[src/rtl/pc_return_stack_if.sv]
// pc_return_stack_if
// Bundles the push/pop request side and the status side of the return-address
// stack so the core and the stack agree on one set of widths.
//   master (core)  : drives push, pop, push_data, clear_err;
//                    observes top, count, empty, full, overflow, underflow
//   slave  (stack) : the mirror image of master
interface pc_return_stack_if #(
    parameter int ADDR_WIDTH = 18,
    parameter int DEPTH      = 8
);
    localparam int CNT_WIDTH = $clog2(DEPTH + 1);

    logic                  push;
    logic                  pop;
    logic [ADDR_WIDTH-1:0] push_data;
    logic                  clear_err;
    logic [ADDR_WIDTH-1:0] top;
    logic [CNT_WIDTH-1:0]  count;
    logic                  empty;
    logic                  full;
    logic                  overflow;
    logic                  underflow;

    modport master (
        output push, pop, push_data, clear_err,
        input  top, count, empty, full, overflow, underflow
    );

    modport slave (
        input  push, pop, push_data, clear_err,
        output top, count, empty, full, overflow, underflow
    );
endinterface

[src/rtl/pc_return_stack.sv]
// pc_return_stack
// Return-address stack between the PC and the PC adder mux. CALL pushes the
// current PC, RET pops it back. Push and pop in the same cycle replaces the
// top entry (tail call). Overflow/underflow are sticky until clear_err/rst.
// Ports:
//   clk  : single clock, all state changes on the rising edge
//   rst  : synchronous active-high reset
//   bus  : pc_return_stack_if.slave (push/pop/push_data/clear_err in,
//          top/count/empty/full/overflow/underflow out)
// All outputs come from registered state only.
module pc_return_stack #(
    parameter int ADDR_WIDTH = 18,
    parameter int DEPTH      = 8,
    parameter int WRAP_MODE  = 0
) (
    input  logic           clk,
    input  logic           rst,
    pc_return_stack_if.slave bus
);
    localparam int CNT_WIDTH = $clog2(DEPTH + 1);
    localparam int SP_WIDTH  = $clog2(DEPTH);
    localparam logic [SP_WIDTH-1:0]  SP_LAST  = SP_WIDTH'(DEPTH - 1);
    localparam logic [CNT_WIDTH-1:0] CNT_FULL = CNT_WIDTH'(DEPTH);

    logic [ADDR_WIDTH-1:0] mem [DEPTH];
    logic [SP_WIDTH-1:0]   sp, sp_next, sp_inc, sp_dec, waddr;
    logic [CNT_WIDTH-1:0]  count, count_next;
    logic                  overflow, underflow, ov_next, un_next;
    logic                  we, is_empty, is_full;

    // DEPTH need not be a power of two, so wrap the pointer explicitly.
    assign sp_inc   = (sp == SP_LAST) ? '0 : sp + SP_WIDTH'(1);
    assign sp_dec   = (sp == '0) ? SP_LAST : sp - SP_WIDTH'(1);
    assign is_empty = (count == '0);
    assign is_full  = (count == CNT_FULL);

    always_comb begin
        sp_next    = sp;
        count_next = count;
        we         = 1'b0;
        waddr      = sp;
        // A new error event in the same cycle as clear_err wins below.
        ov_next    = overflow & ~bus.clear_err;
        un_next    = underflow & ~bus.clear_err;
        case ({bus.push, bus.pop})
            2'b10: begin
                if (!is_full) begin
                    we         = 1'b1;
                    sp_next    = sp_inc;
                    count_next = count + CNT_WIDTH'(1);
                end else begin
                    ov_next = 1'b1;
                    if (WRAP_MODE != 0) begin
                        // Circular: overwrite the oldest slot, count stays full.
                        we      = 1'b1;
                        sp_next = sp_inc;
                    end
                end
            end
            2'b01: begin
                if (!is_empty) begin
                    sp_next    = sp_dec;
                    count_next = count - CNT_WIDTH'(1);
                end else begin
                    un_next = 1'b1;
                end
            end
            2'b11: begin
                we = 1'b1;
                if (is_empty) begin
                    sp_next    = sp_inc;
                    count_next = CNT_WIDTH'(1);
                end else begin
                    // Tail call: replace top in place.
                    waddr = sp_dec;
                end
            end
            default: ;
        endcase
    end

    always_ff @(posedge clk) begin
        if (rst) begin
            sp        <= '0;
            count     <= '0;
            overflow  <= 1'b0;
            underflow <= 1'b0;
        end else begin
            sp        <= sp_next;
            count     <= count_next;
            overflow  <= ov_next;
            underflow <= un_next;
        end
    end

    // Entry storage is deliberately not reset; top is masked while empty.
    always_ff @(posedge clk) begin
        if (we && !rst) begin
            mem[waddr] <= bus.push_data;
        end
    end

    assign bus.top       = is_empty ? '0 : mem[sp_dec];
    assign bus.count     = count;
    assign bus.empty     = is_empty;
    assign bus.full      = is_full;
    assign bus.overflow  = overflow;
    assign bus.underflow = underflow;
endmodule

[src/flat_wrapper.sv]
// flat-port wrapper written by rule: the top's interface ports become plain ports
module pc_return_stack_flat 
#(
    parameter int ADDR_WIDTH = 18,
    parameter int DEPTH      = 8,
    parameter int WRAP_MODE  = 0
)
  (clk, rst, bus_push, bus_pop, bus_push_data, bus_clear_err, bus_top, bus_count, bus_empty, bus_full, bus_overflow, bus_underflow);
  pc_return_stack_if #(.ADDR_WIDTH(ADDR_WIDTH), .DEPTH(DEPTH)) bus_i ();
  input  logic clk;
  input  logic rst;
  input wire logic [$bits(bus_i.push)-1:0] bus_push;
  input wire logic [$bits(bus_i.pop)-1:0] bus_pop;
  input wire logic [$bits(bus_i.push_data)-1:0] bus_push_data;
  input wire logic [$bits(bus_i.clear_err)-1:0] bus_clear_err;
  output wire logic [$bits(bus_i.top)-1:0] bus_top;
  output wire logic [$bits(bus_i.count)-1:0] bus_count;
  output wire logic [$bits(bus_i.empty)-1:0] bus_empty;
  output wire logic [$bits(bus_i.full)-1:0] bus_full;
  output wire logic [$bits(bus_i.overflow)-1:0] bus_overflow;
  output wire logic [$bits(bus_i.underflow)-1:0] bus_underflow;
  assign bus_i.push = bus_push;
  assign bus_i.pop = bus_pop;
  assign bus_i.push_data = bus_push_data;
  assign bus_i.clear_err = bus_clear_err;
  assign bus_top = bus_i.top;
  assign bus_count = bus_i.count;
  assign bus_empty = bus_i.empty;
  assign bus_full = bus_i.full;
  assign bus_overflow = bus_i.overflow;
  assign bus_underflow = bus_i.underflow;
  pc_return_stack #(.ADDR_WIDTH(ADDR_WIDTH), .DEPTH(DEPTH), .WRAP_MODE(WRAP_MODE)) u_core (.clk(clk), .rst(rst), .bus(bus_i));
endmodule
[config.mk]
export PLATFORM = sky130hd
export DESIGN_NAME = pc_return_stack_flat
export DESIGN_NICKNAME = d
export VERILOG_FILES = /design/src/rtl/pc_return_stack_if.sv /design/src/rtl/pc_return_stack.sv /design/src/flat_wrapper.sv
export SDC_FILE = /design/constraint.sdc
export NUM_CORES = 1
export LEC_CHECK = 0
export CORE_ASPECT_RATIO = 1.1
export CORE_UTILIZATION = 47
export CTS_CLUSTER_DIAMETER = 120
export DETAILED_ROUTE_END_ITERATION = 8
export PLACE_DENSITY = 0.66
export SKIP_LAST_GASP = 1
export SLEW_MARGIN = 0
export SYNTH_ARGS = -nofsm -noshare
export SYNTH_HDL_FRONTEND = slang
export SYNTH_SLANG_ARGS = --single-unit
export TNS_END_PERCENT = 10
[constraint.sdc]
create_clock -name clk -period 5.14 [get_ports clk]
set_clock_uncertainty 0.15 [all_clocks]
set_input_delay 0.514 -clock clk [delete_from_list [all_inputs] [get_ports clk]]
set_output_delay 0.514 -clock clk [all_outputs]
set_load 0.05 [all_outputs]
Word level (Yosys, flattened, before mapping):

Memories as Yosys holds them, arrays and structs flattened.
Cells that the tools add are included.

* flip-flop bits (word level): 9
* bits in writable memories: 144
* input port bits: 23
* output and inout port bits: 26
* word-level logic and storage cells: 47
* memories kept: 1

* add/sub/neg operators: 4
* eq/ne operators: 8
* mux-type cells: 20
* bitwise gates (word level): 3
* reductions and logical operators: 7

Memories
* u_core.mem: words 8, bits a word 18, rd ports 1, clocked after memory_dff 0, write ports 1, RTL line pc_return_stack.sv:25 `logic [ADDR_WIDTH-1:0] mem [DEPTH];`

Operator list (number)
* $mux W18: 1
* $mux W3: 6
* $mux W4: 3
* $pmux W4 S3: 1
* $pmux W3 S3: 1
* $mux W1: 7
* $add A4 B1 Y4 const B: 1
* $eq A2 B2 Y1 const B: 2
* $eq A4 B4 Y1 const B: 1
* $logic_not A4 Y1: 1
* $ne A2 B2 Y1 const B: 2
* $reduce_and A4 Y1: 1
* $sub A4 B1 Y4 const B: 1
* $add A3 B1 Y3 const B: 1
* $eq A3 B3 Y1 const B: 1
* $logic_not A3 Y1: 1
* $reduce_and A3 Y1: 1
* $reduce_bool A3 Y1: 1
* $sub A3 B1 Y3 const B: 1
* $and A1 B1 Y1: 2
* $eq A2 B1 Y1 const B: 1
* $ne A2 B1 Y1 const B: 1
* $pmux W1 S2: 1
* $logic_and A1 B1 Y1: 1
* other kinds (2): 2

Logic depth before layout (Yosys ltp):

* word-level depth: 6
* gate-level depth with buffers: 10

Least setup slack after synthesis:

No wires, ideal clock.

* kind: register to register
* from: reg u_core.count[1] (netlist: u_core.bus.count[1])
* to: mem u_core.mem[6][0], enable pin
* arrival: 3171 ps
* required time: 4574 ps
* path slack: 1403 ps
* cell stages (with the launch flop): 8
* path buffers: 2
* cells stage by stage: dfxtp_1 -> buf_6 -> or4_1 -> buf_2 -> inv_2 -> o21ai_0 -> o21a_1 -> nor3_1

RTL lines
* start: declaration: RTL line pc_return_stack.sv:27 `logic [CNT_WIDTH-1:0] count, count_next;`
* start signal: assignment: RTL line pc_return_stack.sv:90 `count <= count_next;`
* $logic_not A4 Y1: RTL line pc_return_stack.sv:34 `assign is_empty = (count == '0);`
* named net bus_empty: RTL line flat_wrapper.sv:18 `output wire logic [$bits(bus_i.empty)-1:0] bus_empty;`
* $mux W3: RTL line pc_return_stack.sv:70 `if (is_empty) begin`
* $mux W3: RTL line pc_return_stack.sv:45 `case ({bus.push, bus.pop})`
* end: declaration: RTL line pc_return_stack.sv:25

The timed path passes the listed nets, and every way through them passes these cells.

Worst setup path in the final report:

* from: reg u_core.sp[1]
* to: out bus_top[7]

* word-level cells in the longest chain between the ends: 4

Ends and longest elaborated chain
* start: declaration: RTL line pc_return_stack.sv:26 `logic [SP_WIDTH-1:0] sp, sp_next, sp_inc, sp_dec, waddr;`
* start signal: assignment: RTL line pc_return_stack.sv:89 `sp <= sp_next;`
* $sub A3 B1 Y3 / $logic_not A3 Y1 (equally long branches): RTL line pc_return_stack.sv:33 `assign sp_dec = (sp == '0) ? SP_LAST : sp - SP_WIDTH'(1);`
* $mux W3 (*): RTL line pc_return_stack.sv:33
* $mem_v2 Z8 W18 (*)
* $mux W18 (*): RTL line pc_return_stack.sv:103 `assign bus.top = is_empty ? '0 : mem[sp_dec];`
* end: declaration: RTL line flat_wrapper.sv:16 `output wire logic [$bits(bus_i.top)-1:0] bus_top;`

Mark *: on every way between the ends. The rest lies on a longest branch, timed or not.

==> impl_metrics.env <==
export IMPL_status="completed"
export IMPL_slew_headroom=0.2934
export IMPL_crit_chain="inv_1 -> ha_1 -> nand2b_1 -> nand2_8 -> mux4_1 -> a32o_1 -> clkdlybuf4s50_1"
export IMPL_critPathRequiredTime_ns=4.48
export IMPL_netlist_area_um2=6377
export IMPL_critPathLaunchType="flip-flop"
export IMPL_num_rows=44
export IMPL_cpPeakStageDelay_ns=0.70
export IMPL_drtIter0Drc=258
export IMPL_coreArea_um2=13210
export IMPL_reg2reg_from="u_core.sp[1]$_SDFFE_PP0P_"
export IMPL_ff2ff_path_depth=7
export IMPL_ys_seq_elements=153
export IMPL_syn_inst=377
export IMPL_holdPathStages=2
export IMPL_power_switching_uw=937.8
export IMPL_port_buffers=48
export IMPL_ys_flop_type="edfxtp_1"
export IMPL_layout_worst_path_cycle_share=0.8452
export IMPL_post_cts_buffers=0
export IMPL_r2r_end="u_core.mem[5][4]$_DFFE_PP_"
export IMPL_critical_path_class="reg2out"
export IMPL_yosysUniqueCellTypes=50
export IMPL_num_vias=3604
export IMPL_synth_seq_area_share=0.7063
export IMPL_hp_class="reg2reg"
export IMPL_synthArstFlopShare=0
export IMPL_whs_ns=0.3331
export IMPL_htree_levels=4
export IMPL_vdd_ir_drop_max_mv=0.2674
export IMPL_die_w_um=113.1
export IMPL_nets=459
export IMPL_syn_nets=405
export IMPL_drive_above_1_share=0.1716
export IMPL_num_antenna_cells=0
export IMPL_path_clk_slew_ns=0.05
export IMPL_finalHoldViolations=0
export IMPL_worstPathArrival_ns=3.68
export IMPL_maxCapViolations=0
export IMPL_comb_power_share=0.215
export IMPL_seq_power_share=0.426
export IMPL_ctsResizeCount=0
export IMPL_finalMaxSlewViolations=0
export IMPL_cts_tree="yes"
export IMPL_critPathTopFamily="simple AND/OR/NAND/NOR gates"
export IMPL_overflow=0
export IMPL_clk_latency_ns=0.42
export IMPL_wl_per_cell_um=21.34
export IMPL_clk_path_buf_depth=2
export IMPL_areaGrowthSynthToFinish_pct=18.87
export IMPL_grt_pass1_wl_um=19980
export IMPL_setup_viol=0
export IMPL_cts_made_buffers=17
export IMPL_p_clk_frac=0.359
export IMPL_cts_sinks=153
export IMPL_cp_end_kind="output port"
export IMPL_grt_usage=0.1987
export IMPL_cp_slowest_cell="clkdlybuf4s50_1"
export IMPL_p_per_area_nw_per_um2=442.2
export IMPL_intPower_uw=2415
export IMPL_fill_cells=1015
export IMPL_root_buffer="clkbuf_16"
export IMPL_vias_per_cell=5.967
export IMPL_finalWorstSetupSlack_ns=0.7955
export IMPL_ant_nets=0
export IMPL_gp_congestion=0.8201
export IMPL_min_period_ns=4.344
export IMPL_avgSynthCellArea_um2=16.92
export IMPL_cts_hold_buf=0
export IMPL_rsz0062_at_grt="no"
export IMPL_initial_core_util=0.4827
export IMPL_grt_max_degree=41
export IMPL_yosys_warnings=0
export IMPL_dieArea_um2=14040
export IMPL_timing_fmax_mhz=230.2
export IMPL_grt_pass1_vias=3585
export IMPL_critPathBufInv=2
export IMPL_first_pass_iters=5
export IMPL_reg2reg_setup_slack_ns=1.49
export IMPL_worstHoldStart="u_core.bus.overflow$_SDFF_PP0_"
export IMPL_synth_edf_count=144
export IMPL_crit_path_max_fanout=36
export IMPL_leakage_uw=0.002599
export IMPL_pre_cts_ws_ns=1.218
export IMPL_hpwl_um=7440
export IMPL_antenna_found_initial=0
export IMPL_worst_slew_pin_transition_ns=1.059
export IMPL_finalWirelength_um=12890
export IMPL_sw_frac_of_total=0.2797
export IMPL_ioPinCount=49
export IMPL_die_height_um=124.2
export IMPL_drc=0
export IMPL_setup_tns_ns=0
export IMPL_hold_end="u_core.bus.overflow$_SDFF_PP0_"
[sequential cells by signal (all words and copies together) (netlist names)]
register and count:
u_core.mem 144, u_core.bus.count 4, u_core.sp 3, u_core.bus.overflow 1, u_core.bus.underflow 1
[worst max path at each step]
stage | from | endpoint | slack, ns | cells past startpoint
after floorplan | u_core.bus.count[1]$_SDFFE_PP0P_ | u_core.mem[6][0]$_DFFE_PP_ | 1.40 | 7
after global placement | u_core.sp[1]$_SDFFE_PP0P_ | bus_top[7] | 1.33 | 7
after detailed placement | u_core.sp[1]$_SDFFE_PP0P_ | bus_top[7] | 1.22 | 7
after CTS | u_core.sp[1]$_SDFFE_PP0P_ | bus_top[7] | 0.75 | 7
after global routing | u_core.sp[1]$_SDFFE_PP0P_ | bus_top[7] | 0.64 | 7
final | u_core.sp[1]$_SDFFE_PP0P_ | bus_top[7] | 0.80 | 7
[logic make-up after synthesis]
kind of cell	count (synthesis)	synth area share
AND/OR/NAND/NOR	82	0.06808
adder cells (fa/ha/maj)	5	0.009810
multiplexers	38	0.09927
buffers and inverters	32	0.02923
flip-flops	153	0.7063
XOR/XNOR	1	0.001374
AO/OA/AOI/OAI	66	0.08593
[cells in the final DEF, fill, tap and decap left out, types with 3 or more instances in the layout]
cell type / instances
clkbuf_1: 4
clkinv_2: 3
nor2_1: 5
buf_4: 19
and3_1: 17
a32o_1: 17
o21ai_0: 6
nand2_1: 27
a21oi_1: 6
mux4_2: 15
clkdlybuf4s50_1: 41
edfxtp_1: 144
mux2i_1: 19
dfxtp_1: 8
inv_1: 6
a211o_1: 18
nand2b_1: 4
ha_1: 5
bufinv_16: 3
nand3_1: 6
nor3_2: 8
mux4_1: 4
clkbuf_16: 17
[worst reg2reg max path: stages, from the launching register on]
cell and delay (ns):
dfxtp_1 0.34, inv_1 0.13, ha_1 0.19, nand2b_1 0.50, nand2_8 0.55, o211ai_1 0.32
nor3_2 0.77, buf_4 0.38
[metrics by stage]
| stage | std cells | util | cell area (um^2) | power, uW |
|---|---|---|---|---|
| 2_1_floorplan | 377 | - | 6377 | 1964 |
| 3_5_place_dp | 573 | 0.5308 | 7013 | 2178 |
| 5_1_grt | 604 | 0.5738 | 7581 | 3475 |
| 3_3_place_gp | 573 | 0.5308 | 7013 | 2168 |
| 6_report | 604 | 0.5738 | 7581 | 3353 |
| 4_1_cts | 604 | 0.5738 | 7581 | 3380 |
[synthesized netlist by cell type, drive strengths merged (2+ instances only)]
| master | number | area (um^2) |
|---|---|---|
| nand2b | 4 | 25.02 |
| edfxtp | 144 | 4324 |
| inv | 7 | 26.27 |
| and2 | 3 | 21.27 |
| nor2b | 2 | 12.51 |
| buf | 17 | 125.1 |
| mux4 | 19 | 442.9 |
| o221ai | 2 | 17.52 |
| a21oi | 6 | 30.03 |
| nor2 | 6 | 25.03 |
| nand2 | 28 | 121.4 |
| or3 | 2 | 12.51 |
| dfxtp | 9 | 180.2 |
| a32o | 17 | 170.2 |
| and3 | 17 | 106.4 |
| o211ai | 3 | 27.52 |
| a31oi | 2 | 12.51 |
| nand3 | 6 | 30.03 |
| clkbuf | 7 | 26.28 |
| mux2i | 19 | 190.2 |
| a211oi | 2 | 15.01 |
| ha | 5 | 62.56 |
| nor3 | 10 | 50.05 |
| a211o | 18 | 157.7 |
| o21ai | 6 | 30.03 |
[layer usage]
| layer | GRT usage | part of all wire |
|---|---|---|
| met4 | 0.09375 | 0.018 |
| met3 | 0.04039 | 0.047 |
| met5 | 0 | 0 |
| met1 | 0.2616 | 0.44 |
| met2 | 0.3202 | 0.50 |
[power groups by stage]
stage | clock network (uW) | logic, uW | registers (uW)
finish | 1200 | 721 | 1430
floorplan | 0 | 503 | 1460
global placement | 0 | 717 | 1450
CTS | 1220 | 728 | 1430
global route | 1270 | 769 | 1430
detailed placement | 0 | 725 | 1450
[cell type report]
type / count / area [um^2] / share of cell area
Sequential cell: 153 / 4506 / 0.5943
Multi-Input combinational cell: 192 / 1727 / 0.2278
Inverter: 7 / 26.28 / 0.003466
Tap cell: 161 / 201.4 / 0.02657
Clock buffer: 21 / 440.4 / 0.05810
Timing Repair Buffer: 60 / 553.0 / 0.07295
Clock inverter: 10 / 127.6 / 0.01683
Power figures use the tool's default switching activity.
